--- config.mk ---
export PLATFORM = sky130hd
export DESIGN_NAME = seq_divider16
export DESIGN_NICKNAME = d
export VERILOG_FILES = /design/src/rtl/arith_pkg.sv /design/src/rtl/div_sub_row.sv /design/src/rtl/seq_divider16.sv
export SDC_FILE = /design/constraint.sdc
export NUM_CORES = 1
export LEC_CHECK = 0
export ABC_AREA = 1
export BUFFER_PORTS_ARGS = -buffer_cell sky130_fd_sc_hd__buf_2
export CAP_MARGIN = 40
export CORE_MARGIN = 2
export CORE_UTILIZATION = 56
export DETAILED_ROUTE_END_ITERATION = 12
export PLACE_DENSITY = 0.79
export SYNTH_ARGS = -nofsm -noshare
export SYNTH_HDL_FRONTEND = slang
export SYNTH_SLANG_ARGS = --single-unit
--- constraint.sdc ---
create_clock -name clk -period 9.55 [get_ports clk]
set_input_delay 2.3875 -clock clk [delete_from_list [all_inputs] [get_ports clk]]
set_output_delay 2.3875 -clock clk [all_outputs]
set_load 0.02 [all_outputs]
--- src/rtl/arith_pkg.sv ---
// Shared constants for the arithmetic unit (multiplier and divider).
package arith_pkg;

  // Operand width shared by the multiplier and the divider.
  localparam int DIV_WIDTH = 16;

  // Divider FSM state encoding.
  localparam logic [1:0] ST_IDLE = 2'd0;
  localparam logic [1:0] ST_CALC = 2'd1;
  localparam logic [1:0] ST_DONE = 2'd2;

endpackage

--- src/rtl/div_sub_row.sv ---
// Combinational ripple subtractor built from full-adder cells.
// It computes diff = a - b as a + ~b + 1. borrow is the inverted final carry,
// so borrow is high exactly when a < b.
module div_sub_row #(
  parameter int W = 17
) (
  input  logic [W-1:0] a,
  input  logic [W-1:0] b,
  output logic [W-1:0] diff,
  output logic         borrow
);

  logic [W:0]   carry;
  logic [W-1:0] b_inv;

  assign b_inv    = ~b;
  // The +1 of the two's-complement negation enters as the initial carry.
  assign carry[0] = 1'b1;

  for (genvar i = 0; i < W; i++) begin : g_fa
    assign diff[i]    = a[i] ^ b_inv[i] ^ carry[i];
    assign carry[i+1] = (a[i] & b_inv[i]) | (carry[i] & (a[i] ^ b_inv[i]));
  end

  assign borrow = ~carry[W];

endmodule

--- src/rtl/seq_divider16.sv ---
// Sequential unsigned radix-2 restoring divider, one quotient bit per clock.
// Uses a start/busy/done handshake. Results and div_by_zero are held until the
// next division completes.
module seq_divider16
  import arith_pkg::*;
#(
  parameter int WIDTH = DIV_WIDTH
) (
  input  logic             clk,
  input  logic             rst_n,
  input  logic             start,
  input  logic [WIDTH-1:0] dividend,
  input  logic [WIDTH-1:0] divisor,
  output logic             busy,
  output logic             done,
  output logic [WIDTH-1:0] quotient,
  output logic [WIDTH-1:0] remainder,
  output logic             div_by_zero
);

  localparam int               CNT_W    = $clog2(WIDTH);
  localparam logic [CNT_W-1:0] CNT_LAST = CNT_W'(WIDTH - 1);

  logic [1:0]       state;
  logic [CNT_W-1:0] cnt;
  logic [WIDTH-1:0] r_reg;    // partial remainder
  logic [WIDTH-1:0] q_reg;    // dividend shifting out, quotient shifting in
  logic [WIDTH-1:0] div_reg;  // divisor latched on the accepting edge

  logic [WIDTH:0]   trial;
  logic [WIDTH:0]   diff;
  logic             borrow;
  logic             sub_ok;
  logic [WIDTH-1:0] r_next;
  logic [WIDTH-1:0] q_next;

  // The trial value is the remainder shifted left by one, with the next dividend bit appended.
  assign trial = {r_reg, q_reg[WIDTH-1]};

  div_sub_row #(.W(WIDTH + 1)) u_sub (
    .a      (trial),
    .b      ({1'b0, div_reg}),
    .diff   (diff),
    .borrow (borrow)
  );

  // When there is no borrow, the difference is below the divisor and its MSB is 0.
  // Testing the MSB as well keeps the whole subtractor output in use.
  assign sub_ok = ~borrow & ~diff[WIDTH];
  assign r_next = sub_ok ? diff[WIDTH-1:0] : trial[WIDTH-1:0];
  assign q_next = {q_reg[WIDTH-2:0], sub_ok};

  assign busy = (state != ST_IDLE);
  assign done = (state == ST_DONE);

  // FSM, iteration counter, shift registers and result registers.
  // NOTE: every register here uses non-blocking assignment. All of them then
  // update from the same pre-edge values, and there is no ordering race.
  always_ff @(posedge clk) begin
    if (!rst_n) begin
      state       <= ST_IDLE;
      cnt         <= '0;
      r_reg       <= '0;
      q_reg       <= '0;
      div_reg     <= '0;
      quotient    <= '0;
      remainder   <= '0;
      div_by_zero <= 1'b0;
    end else begin
      case (state)
        ST_IDLE: begin
          if (start) begin
            if (divisor != '0) begin
              div_reg <= divisor;
              q_reg   <= dividend;
              r_reg   <= '0;
              cnt     <= '0;
              state   <= ST_CALC;
            end else begin
              quotient    <= '1;
              remainder   <= dividend;
              div_by_zero <= 1'b1;
              state       <= ST_DONE;
            end
          end
        end
        ST_CALC: begin
          r_reg <= r_next;
          q_reg <= q_next;
          if (cnt == CNT_LAST) begin
            quotient    <= q_next;
            remainder   <= r_next;
            div_by_zero <= 1'b0;
            state       <= ST_DONE;
          end else begin
            cnt <= cnt + 1'b1;
          end
        end
        ST_DONE: state <= ST_IDLE;
        default: state <= ST_IDLE;
      endcase
    end
  end

endmodule

==> reports/metrics.yaml <==
grt:
  busiest_layer: "met2"
  grt_overflow: 0
  grt.met3_usage_pct: 3.983
  antenna_found_initial: 0
  grt_use_met1_pct: 32.61
  grt_pass1_wl_um: 16190
  met2_usage_pct: 38.21
  grt_pass1_vias: 3571
  grt_start_max_net_pins: 55
  grtUsageTotal_pct: 23.81
clocking:
  clkLatencyLatePin_ps: 350
  clock_sinks: 87
  cts_made_buffers: 9
  clk_path_buf_depth: 2
  cts_setup_buffers: 0
  tritoncts: "built"
  post_cts_resized: 0
  cts_hold_buffers: 0
  cts.clk_slew.worst_paths_ps: 90
  root_buffer: "clkbuf_8"
  htreeDepth: 3
timing:
  max_freq_mhz: 130.3
  fin_crit_sh_pct: 80.33
  finalMaxSlewViolations: 0
  rsz0062_at_grt: "false"
  setup_viol: 0
  hold_viol_final: 0
  tightest_slew_ps: 720.6
  skew_ps: 10.82
  period_minus_slack_ps: 7672
  slew-limit-headroom_pct: 51.82
  fin_tns_setup_ps: 0
synth:
  ys_top_cells_by_area: "dfxtp_1 (41%), nand2_1 (10%), nor2_1 (9.8%)"
  ys_seq_area_share_pct: 41.01
  synth_cell_type_count: 29
  synth_top_area_share_pct: 41.01
  syn_avg_cell_area_um2: 7.173
  synthesis.area_um2: 4247
  synth.ff_latch_count: 87
  synth_nets: 644
  post-synth-top-area-cell: "dfxtp_1"
  syn_inst: 592
  yosys_warnings: 0
layout:
  design_area_um2: 4755
  drive_above_1_share_pct: 15.55
  num-fill-cells: 692
  finalNetCount: 691
  antennaDiodeCount: 0
  area_delta_synth_final_pct: 11.96
floorplanning:
  die_area_um2: 8296
  die_w_um: 91.08
  core_area_um2: 7292
  rows: 31
  initial_core_util_pct: 58.24
  io_pins: 70
  die_y_um: 91.08
place:
  gp_congestion: 0.8441
  dpl_cell_area_um2: 4551
  dp_hpwl_um: 6663
  port_buffers: 69
power_and_ir_drop:
  p_per_area_nw_per_um2: 199.9
  switching_share_pct: 33.05
  pwr-share-seq_pct: 44.5
  clockPowerShare_pct: 28.7
  p_switching_uw: 314.1
  cellLeakagePower_uw: 0.002160
  combPwrFrac_pct: 26.8
  peakVddDrop_mv: 0.09119
  power.internal_uw: 636.3
worst_setup_path:
  setup.worst_path.class: "flop to flop"
  crit_arrival_ps: 7930
  end_kind: "flop"
  cp-start-kind: "flop"
  critPathMaxFanout: 23
  worstPathRequired_ps: 9800
  crit_top_cell: "fa_1"
  ff2ff_setup_slack_ps: 1880
  cpPeakStageDelay_ps: 400
  cpMaxStageDelayCell: "fa_1"
detailed_routing:
  drt_wl_total_um: 9565
  antenna_left: 0
  first_iter_violations: 233
  via_per_inst: 5.204
  drc: 0
  vias: 3861
  wl_per_cell_um: 12.89
  drt_first_pass_iters: 5
hold_path:
  hold_class: "flop to flop"
outcome:
  status: "complete, no violations"
run:
  maxCapViolCount: 0
[kinds of logic (layout without fill, tap and decap cells)]
kind of cell / after synthesis / in the layout / share of synthesized area [%]
simple gates: 273 / 273 / 27.08
compound gates: 111 / 111 / 13.55
buf+inv: 103 / 154 / 10.49
flops: 87 / 87 / 41.01
fa+ha+maj: 17 / 17 / 7.661
xor+xnor: 1 / 1 / 0.2063
[layout make-up]
class / instances / area (um2) / share of cell area (%)
multi-input combinational: 402 / 2059 / 43.32
sequential: 87 / 1742 / 36.63
tap: 99 / 123.9 / 2.605
timing repair buffer: 71 / 367.9 / 7.737
clock inverter: 3 / 68.82 / 1.447
inverter: 68 / 257.7 / 5.421
clock buffer: 12 / 135.1 / 2.842
[Yosys cell counts, drive strengths merged]
cell	count
xor2	1
o21ai	54
nor2	114
clkbuf	11
o211ai	8
ha	2
buf	24
or2	2
dfxtp	87
nand3	10
inv	67
clkinv	1
fa	15
nand4	24
nand2	123
a21oi	49
[power by group through the flow]
stage / logic, uW / registers (uW) / clock network (uW)
2_1_floorplan: 175 / 444 / 0
3_3_place_gp: 243 / 430 / 0
3_5_place_dp: 251 / 432 / 0
4_1_cts: 253 / 423 / 278
5_1_grt: 288 / 428 / 292
6_report: 255 / 423 / 273
[routing by layer]
layer,part of all wire [%],up-vias,wire (um)
met1,47,1767,4521
met5,0,-,0
met4,1.3,0,129
met2,46,118,4376
met3,5.6,11,537
li1,-,1965,-
[path summary, 6_finish.rpt]
path           startpoint            to  cells after the start
min reg2reg  quotient[12]  quotient[12]                      2
min          quotient[12]  quotient[12]                      2
max             q_reg[15]  remainder[2]                     29
max reg2reg     q_reg[15]  remainder[2]                     29
[placed cells by master (no fill, tap or decap)]
cell type and count:
nand4_1 24, buf_8 1, or2_2 1, a21oi_1 49
nand2_2 6, or2_1 1, nor2_2 2, clkbuf_1 3
inv_1 63, bufinv_16 2, fa_1 15, xor2_1 1
clkinv_1 1, buf_2 69, nand2_4 2, inv_4 1
nand2_1 115, o21ai_0 45, buf_4 1, dfxtp_1 87
clkbuf_8 9, nor2_1 111, o211ai_1 8, ha_1 2
nand3_1 9, nand3_2 1, o21ai_1 9, clkinv_4 1
nor2_4 1, inv_2 3
[critical path, delay by kind of cell (launching register included)]
| kind | cells | cell delay (ps) |
|---|---|---|
| DFF | 1 | 340 |
| adders and majority gates | 16 | 5610 |
| buffers and inverters | 5 | 290 |
| AOI/OAI and AO/OA | 1 | 100 |
| and+or+nand+nor | 7 | 1200 |
[metrics by stage]
| stage | utilization, % | cells | setup WS (ps) | hold slack (ps) | power, uW |
|---|---|---|---|---|---|
| final | 65.20 | 742 | 1878 | 448.1 | 950.4 |
| after detailed placement | 62.41 | 727 | 1964 | 436.2 | 682.8 |
| after global routing | 65.20 | 742 | 1482 | 473.7 | 1008 |
| after floorplan | - | 592 | 2751 | 439.2 | 619.2 |
| after CTS | 65.20 | 742 | 1935 | 448.3 | 953.9 |
| after global placement | 62.20 | 726 | 2160 | 431.0 | 673.1 |
Power figures use the tool's default switching activity.
